[src/rtl/morra_pkg.sv]
// Shared codes, widths and state enum for the Morra Cinese game
// and its scoreboard.
package morra_pkg;

  localparam int RND_W   = 5;
  localparam int MATCH_W = 8;

  typedef enum logic [1:0] {
    ROUND_NONE = 2'b00,
    ROUND_P1   = 2'b01,
    ROUND_P2   = 2'b10,
    ROUND_TIE  = 2'b11
  } round_e;

  typedef enum logic [1:0] {
    GAME_RUN  = 2'b00,
    GAME_P1   = 2'b01,
    GAME_P2   = 2'b10,
    GAME_DRAW = 2'b11
  } game_e;

  typedef enum logic [1:0] {
    SB_IDLE    = 2'b00,
    SB_PLAYING = 2'b01,
    SB_DONE    = 2'b10
  } sb_state_e;

  function automatic logic [RND_W-1:0] sat_add1(
    input logic [RND_W-1:0] v,
    input logic             inc
  );
    if (inc && (v != {RND_W{1'b1}}))
      return v + RND_W'(1);
    return v;
  endfunction

endpackage

[src/rtl/morra_scoreboard_sat_counter.sv]
// Saturating up-counter with synchronous clear; holds at all-ones.
// Synchronous active-low reset.
module sat_counter #(
  parameter int W = 5
) (
  input  logic         clk,
  input  logic         rst_n,
  input  logic         clr,
  input  logic         inc,
  output logic [W-1:0] q
);

  logic [W-1:0] q_q, q_d;

  // Clear wins over increment; increment stops at all-ones.
  always_comb begin
    q_d = q_q;
    if (clr)
      q_d = '0;
    else if (inc && (q_q != {W{1'b1}}))
      q_d = q_q + W'(1);
  end

  // Count register.
  always_ff @(posedge clk) begin
    if (!rst_n) q_q <= '0;
    else        q_q <= q_d;
  end

  assign q = q_q;

endmodule

[src/rtl/morra_scoreboard.sv]
// Morra scoreboard: per-match round stats, lifetime totals and a
// valid/ready result record. Option: MORRA_SCOREBOARD_HISTORY_EN.
module morra_scoreboard
  import morra_pkg::*;
(
  input  logic               clk,
  input  logic               rst_n,
  input  logic               start,
  input  logic [1:0]         round,
  input  logic [1:0]         game,
  output logic [RND_W-1:0]   p1_wins,
  output logic [RND_W-1:0]   p2_wins,
  output logic [RND_W-1:0]   ties,
  output logic [RND_W-1:0]   invalid,
  output logic [RND_W-1:0]   played,
  output logic [MATCH_W-1:0] p1_matches,
  output logic [MATCH_W-1:0] p2_matches,
  output logic [MATCH_W-1:0] draws,
  output logic               result_valid,
  input  logic               result_ready,
  output logic [1:0]         result_winner,
  output logic [RND_W-1:0]   result_rounds,
  output logic               result_lost
`ifdef MORRA_SCOREBOARD_HISTORY_EN
  ,output logic [31:0]       history
`endif
);

  sb_state_e        state_q, state_d;
  logic [1:0]       winner_q, winner_d;
  logic [RND_W-1:0] rounds_q, rounds_d;
  logic             lost_q, lost_d;

  logic play, rnd_valid, match_end;
  logic inc_p1, inc_p2, inc_tie, inc_inv;
  logic end_p1, end_p2, end_draw;

  assign play      = (state_q == SB_PLAYING) && !start;
  assign rnd_valid = (round != ROUND_NONE);
  assign match_end = play && (game != GAME_RUN);

  // Decode the sampled round and final game code into counter strobes.
  always_comb begin
    inc_p1   = 1'b0;
    inc_p2   = 1'b0;
    inc_tie  = 1'b0;
    inc_inv  = 1'b0;
    end_p1   = 1'b0;
    end_p2   = 1'b0;
    end_draw = 1'b0;
    if (play) begin
      unique case (1'b1)
        round == ROUND_P1:   inc_p1  = 1'b1;
        round == ROUND_P2:   inc_p2  = 1'b1;
        round == ROUND_TIE:  inc_tie = 1'b1;
        round == ROUND_NONE: inc_inv = 1'b1;
      endcase
    end
    if (match_end) begin
      unique case (1'b1)
        game == GAME_P1:   end_p1   = 1'b1;
        game == GAME_P2:   end_p2   = 1'b1;
        game == GAME_DRAW: end_draw = 1'b1;
        default: ;
      endcase
    end
  end

  // Next state, result payload latch and lost-record flag.
  always_comb begin
    state_d  = state_q;
    winner_d = winner_q;
    rounds_d = rounds_q;
    lost_d   = lost_q;
    if (start) begin
      state_d = SB_PLAYING;
      if ((state_q == SB_DONE) && !result_ready)
        lost_d = 1'b1;
    end else begin
      unique case (state_q)
        SB_IDLE: ;
        SB_PLAYING: begin
          if (game != GAME_RUN) begin
            winner_d = game;
            rounds_d = sat_add1(played, rnd_valid);
            state_d  = SB_DONE;
          end
        end
        SB_DONE: begin
          if (result_ready)
            state_d = SB_IDLE;
        end
        default: state_d = SB_IDLE;
      endcase
    end
  end

  // State and result record registers.
  always_ff @(posedge clk) begin
    if (!rst_n) begin
      state_q  <= SB_IDLE;
      winner_q <= '0;
      rounds_q <= '0;
      lost_q   <= 1'b0;
    end else begin
      state_q  <= state_d;
      winner_q <= winner_d;
      rounds_q <= rounds_d;
      lost_q   <= lost_d;
    end
  end

  assign result_valid  = (state_q == SB_DONE);
  assign result_winner = winner_q;
  assign result_rounds = rounds_q;
  assign result_lost   = lost_q;

  sat_counter #(.W(RND_W)) u_p1 (
    .clk(clk), .rst_n(rst_n), .clr(start),
    .inc(inc_p1), .q(p1_wins));
  sat_counter #(.W(RND_W)) u_p2 (
    .clk(clk), .rst_n(rst_n), .clr(start),
    .inc(inc_p2), .q(p2_wins));
  sat_counter #(.W(RND_W)) u_tie (
    .clk(clk), .rst_n(rst_n), .clr(start),
    .inc(inc_tie), .q(ties));
  sat_counter #(.W(RND_W)) u_inv (
    .clk(clk), .rst_n(rst_n), .clr(start),
    .inc(inc_inv), .q(invalid));
  sat_counter #(.W(RND_W)) u_played (
    .clk(clk), .rst_n(rst_n), .clr(start),
    .inc(play && rnd_valid), .q(played));

  sat_counter #(.W(MATCH_W)) u_p1m (
    .clk(clk), .rst_n(rst_n), .clr(1'b0),
    .inc(end_p1), .q(p1_matches));
  sat_counter #(.W(MATCH_W)) u_p2m (
    .clk(clk), .rst_n(rst_n), .clr(1'b0),
    .inc(end_p2), .q(p2_matches));
  sat_counter #(.W(MATCH_W)) u_draw (
    .clk(clk), .rst_n(rst_n), .clr(1'b0),
    .inc(end_draw), .q(draws));

`ifdef MORRA_SCOREBOARD_HISTORY_EN
  logic [31:0] hist_q, hist_d;

  // Round-code history, newest code in the low bits.
  always_comb begin
    hist_d = hist_q;
    if (start)
      hist_d = '0;
    else if (play)
      hist_d = {hist_q[29:0], round};
  end

  // History register.
  always_ff @(posedge clk) begin
    if (!rst_n) hist_q <= '0;
    else        hist_q <= hist_d;
  end

  assign history = hist_q;
`endif

endmodule
[config.mk]
export PLATFORM = sky130hd
export DESIGN_NAME = morra_scoreboard
export DESIGN_NICKNAME = d
export VERILOG_FILES = /design/src/rtl/morra_pkg.sv /design/src/rtl/morra_scoreboard_sat_counter.sv /design/src/rtl/morra_scoreboard.sv
export SDC_FILE = /design/constraint.sdc
export NUM_CORES = 1
export LEC_CHECK = 0
export BUFFER_PORTS_ARGS = -buffer_cell sky130_fd_sc_hd__buf_2
export CAP_MARGIN = 5
export CORE_ASPECT_RATIO = 0.5
export CORE_MARGIN = 1
export CORE_UTILIZATION = 50
export CTS_BUF_LIST = sky130_fd_sc_hd__clkbuf_8
export CTS_CLUSTER_SIZE = 16
export DETAILED_ROUTE_END_ITERATION = 12
export HOLD_SLACK_MARGIN = 0.05
export PLACE_DENSITY = 0.74
export SLEW_MARGIN = 30
export SYNTH_ARGS = -nofsm -noshare
export SYNTH_HDL_FRONTEND = slang
export SYNTH_SLANG_ARGS = --single-unit
[constraint.sdc]
create_clock -name clk -period 3.34 [get_ports clk]
set_input_delay 0.668 -clock clk [delete_from_list [all_inputs] [get_ports clk]]
set_output_delay 0.668 -clock clk [all_outputs]
set_load 0.01 [all_outputs]
Yosys cells after proc, flatten, opt, wreduce, memory -nomap -nowiden
Index checks and enable logic that the tools add are counted.
- output and inout port bits: 58
- input bits: 8
- bits in registers: 59
- add/subtract/negate cells: 8
- mux-type cells: 24
- equality and inequality tests: 21
- reduce and logical (&&, ||, !) cells: 24
- bitwise operators: 3
- operator list (cell ; number):
    5-bit by 1-bit adder with 5-bit output (second input constant) ; 5
    5-bit != test (second input constant) ; 5
    8-bit by 1-bit adder with 8-bit output (second input constant) ; 3
    8-bit != test (second input constant) ; 3
    1-bit 2-to-1 mux ; 19
    1-bit logical AND ; 13
    2-bit == test (second input constant) ; 5
    5-bit 2-to-1 mux ; 2
    3-bit AND reduction ; 3
    2-bit by 1-bit == test with 1-bit output (second input constant) ; 3
    3-bit by 2-bit != test with 1-bit output (second input constant) ; 2
    2-bit case mux with 3 select lines ; 1
    2-bit logical NOT ; 2
    2-bit 2-to-1 mux ; 2
    2-bit by 1-bit != test with 1-bit output (second input constant) ; 2
    2-bit nonzero test ; 2
    1-bit inverter ; 3
    1-bit logical NOT ; 2
    2-bit != test (second input constant) ; 1
    2-bit AND reduction ; 1
    2-bit OR reduction ; 1

Longest topological paths before layout
- word-level depth: 7
- mapped depth: 7
- depth with buffers taken out: 7

Cells and area by module
A second synthesis with hierarchy kept.
- cells, all modules: 335
- area, all modules: 3026.7 µm²
- by module, submodules not included (module ; cells each ; instances ; area an instance (µm²)):
    sat_counter at u_draw ... ; 46 ; 3 ; 421.7
    sat_counter at u_inv ... ; 26 ; 5 ; 239.0
    morra_scoreboard ; 67 ; 1 ; 566.8

Worst setup path after synthesis
No wires, ideal clock.
- path kind: input port to flip-flop
- start point: in game[1]
- end point: reg u_p1m.q_q[5], in the netlist u_p1m.q[5]
- path buffers: 1
- setup slack: 1.588 ns
- required time: 3.224 ns
- stages: 5
- arrival: 1.636 ns
- cell sequence: buf_2 nand4b_1 a211oi_2 a31oi_1 a41o_1
- cells in the longest elaborated chain, start to end: 4
- elaborated cells on any way between the ends: 6
- classes of those cells: eq/ne: 1; mux: 2; reduce/logical: 3
- ends and longest elaborated chain (element ; RTL line ; RTL):
    start: declaration ; morra_scoreboard.sv:10 ; input logic [1:0] game,
    2-bit by 1-bit == test with 1-bit output or 2-bit nonzero test (tied branches) ; morra_scoreboard.sv:61, morra_scoreboard.sv:40 ;
    1-bit 2-to-1 mux or 1-bit logical AND (tied branches) ; morra_scoreboard.sv:60, morra_scoreboard.sv:40 ;
    1-bit 2-to-1 mux * ; morra_scoreboard.sv:59 ; if (match_end) begin
    1-bit logical AND * ; morra_scoreboard_sat_counter.sv:20 ; else if (inc && (q_q != {W{1'b1}}))
    end signal: assignment ; morra_scoreboard_sat_counter.sv:27 ; else q_q <= q_d;
    end: declaration ; morra_scoreboard_sat_counter.sv:13 ; logic [W-1:0] q_q, q_d;
Every way passes the cells marked *; elsewhere a longest branch is shown, timed or not.
A chain may end at the register's enable or synchronous reset.

Worst setup path in the final report
- start point: reg state_q[1]
- end point: out result_valid
- cells in the longest elaborated chain, start to end: 1
- ends and longest elaborated chain (element ; RTL line ; RTL):
    start: declaration ; morra_scoreboard.sv:29 ; sb_state_e state_q, state_d;
    start signal: assignment ; morra_scoreboard.sv:106 ; state_q <= state_d;
    2-bit == test ; morra_scoreboard.sv:113 ; assign result_valid = (state_q == SB_DONE);
    end: declaration ; morra_scoreboard.sv:19 ; output logic result_valid,
Every way passes these cells.

==> key figures <==
Power and ir drop
  – Internal power: 1.29 mW
  – Sequential power share: 0.441
  – Switching Fraction: 0.204
  – Clock Power Share: 0.515
  – Worst VDD drop: 0.233 mV
  – Pwr Density: 460 nW/um^2
  – Post-layout power: 1.62 mW
  – Psw: 0.332 mW
  – Pleak: 1.71 nW
  – Logic pwr share: 0.044

Timing
  – Fmax: 539 MHz
  – Hold violation count in the final report: 0
  – Slew @ Worst Pin: 0.882 ns
  – TNS Setup: 0 ns
  – Setup violators final: 0
  – Final period utilization: 0.556
  – Max Slew Vio Count: 0
  – RSZ-0062 raised after global routing: no
  – Final Critical Period: 1.86 ns
  – Slew headroom: 0.411
  – Clock skew: 0.00839 ns

GRT
  – Global-route usage over all layers: 0.195
  – Largest net degree at the start of global routing: 43
  – First-pass GRT wire length: 9.25 mm
  – Vias in the first global route: 2,094
  – Antenna violations before repair: 0
  – Grt ovf: 0

Final layout
  – Area occupied by multi-input gates: 1650 sq um
  – Final instance area: 3530 sq um
  – Area Overhead vs Synth: 22.8%
  – Antenna diodes: 0
  – Fill count: 493
  – Nets@finish: 397
  – Layout cells sized above 1: 0.255
  – FF+latch area: 1180 sq um

Critical path
  – Critical Setup Path Class: reg -> out
  – R2R setup slack: 1.50 ns
  – Worst-path maximum fanout: 8
  – Endpoint class of the critical path: primary output
  – Arrival @ worst endpoint: 1.19 ns
  – Crit path cell chain: nor2b_1, buf_2
  – Critical path launch point type: flop
  – Slowest-stage cell, CP: dfxtp_1
  – CP max stage delay: 0.48 ns
  – Worst EP required: 2.67 ns

Floorplanning
  – Die Area: 6070 sq um
  – Core area: 5520 sq um
  – Initial core utilization: 0.521
  – Chip height: 55.6 um
  – Cell Rows: 19
  – Width of the die: 109 um
  – IO Count: 66

Detailed routing
  – Routed wl met2: 2.75 mm
  – Drt wl/cell: 12.7 um
  – Drt total wl: 5.79 mm
  – Top sig layer: met4
  – # DRC: 0
  – Routed Antenna Nets: 0
  – Routed vias: 2,389
  – DRT iter0 DRCs: 125
  – Via density: 5.26
  – Wl on met1: 2.77 mm
  – WL met3: 245 um
  – First-pass DRT Iterations: 4

CTS
  – Clk_lat worst skew: 0.33 ns
  – CTS root buf: clkbuf_8
  – Setup bufs post-CTS: 0
  – TritonCTS Buffers: 9
  – Resized Gates After CTS: 0
  – Reg clk slew, reported paths: 0.06 ns
  – Clock Sinks: 59
  – CTS max path bufs: 2
  – CTS Hold Buffers Added: 0
  – TritonCTS clock tree: yes
  – CTS H-tree depth: 3

Yosys
  – Yosys cell types: 44
  – Post-Syn Nets: 328
  – Ys flop type: dfxtp_1
  – Cells after Synth: 307
  – Syn Area/Cell: 9.36 sq um
  – #FFs+latches synth: 59
  – YS warnings: 0
  – Post-synth EDFFs: 0
  – Mapped Area: 2870 sq um
  – Register area share after synthesis: 0.411
  – Post-synth ARST share: 0

Placement
  – DP HPWL: 4.10 mm
  – Gpl congestion: 0.769
  – Area after DPL: 3270 sq um
  – IO buf count: 65

Hold path
  – Class of the worst hold path: reg -> reg

Run
  – Max_cap viols: 0

Run status
  – Status: finished clean
## power by group through the flow
stage	clock, mW	sequential, mW	combinational [mW]
after floorplan	0	0.734	0.0459
after global placement	0	0.732	0.0698
after detailed placement	0	0.733	0.0717
after CTS	0.853	0.717	0.0719
after global routing	0.885	0.717	0.0786
final	0.836	0.717	0.0716
## synthesized netlist by cell type, types with 4 or more instances
cell       n  area (sq um)
dfxtp_1   59          1180
nand2_1   33           124
nand3_1   24           120
nor2_1    21          78.8
xor2_1    20           175
a21oi_1   14          70.1
and3_1    14          87.6
ha_1      13           163
and2_1    12          75.1
nor2b_1   11          68.8
mux2i_1    9          90.1
xnor2_1    9          78.8
nand2b_1   7          43.8
clkbuf_1   6          22.5
a211oi_2   4          50.1
o211a_1    4          40.0
## kinds of logic after synthesis
kind of cell / share of synthesized area
AOI/OAI and AO/OA: 0.109
xor gates and xnor gates: 0.0884
buffers and inverters: 0.0157
DFF: 0.411
and+or+nand+nor: 0.288
muxes: 0.0313
adders and majority gates: 0.0566
## final timing paths
path,start,end,depth (start not counted)
max,state_q[1],result_valid,2
min,result_lost,result_lost,1
max reg2reg,u_played.q[0],u_played.q[3],7
min reg2reg,result_lost,result_lost,1
## placed cells by master, fill, tap and decap left out, types with 7 or more instances in the layout
cell,count
nor2_1,21
ha_1,13
and3_1,14
nand2b_1,7
dfxtp_1,59
nand3_1,24
and2_1,12
xnor2_1,9
a21oi_1,14
nor2b_1,11
xor2_1,20
nand2_1,33
clkbuf_8,12
mux2i_1,9
buf_2,65
## layer usage
metal / global-route usage / up-vias
met2: 0.327 / 38
met5: 0 / -
met4: 0.0762 / 0
met1: 0.236 / 1128
li1: - / 1221
met3: 0.0585 / 2
## flip-flops by register name, summed over array words and instances, names as in the netlist
| register | flops |
|---|---|
| u_played.q | 5 |
| result_rounds | 5 |
| result_winner | 2 |
| u_p1.q | 5 |
| u_p2.q | 5 |
| u_inv.q | 5 |
| state_q | 2 |
| u_p1m.q | 8 |
| u_tie.q | 5 |
| u_draw.q | 8 |
| u_p2m.q | 8 |
| result_lost | 1 |
## layout make-up
type | instances | area share
Tap cell | 73 | 0.0259
Clock inverter | 4 | 0.0270
Multi-Input combinational cell | 237 | 0.467
Sequential cell | 59 | 0.335
Clock buffer | 12 | 0.0468
Timing Repair Buffer | 67 | 0.0965
Inverter | 2 | 0.00213
## critical path: cells and delay by family, from the launching register on
kind | cells | cell delay (ns)
buffers and inverters | 1 | 0.16
and+or+nand+nor | 1 | 0.23
DFF | 1 | 0.48
## stage by stage
stage | std cells | worst slack [ns] | hold slack, ns | util
4_1_cts | 454 | 1.44 | 0.474 | 0.640
3_3_place_gp | 438 | 1.41 | 0.444 | 0.593
6_report | 454 | 1.48 | 0.470 | 0.640
3_5_place_dp | 438 | 1.32 | 0.459 | 0.593
5_1_grt | 454 | 1.36 | 0.486 | 0.640
2_1_floorplan | 307 | 1.59 | 0.488 | -
(Power assumes the default switching activity.)
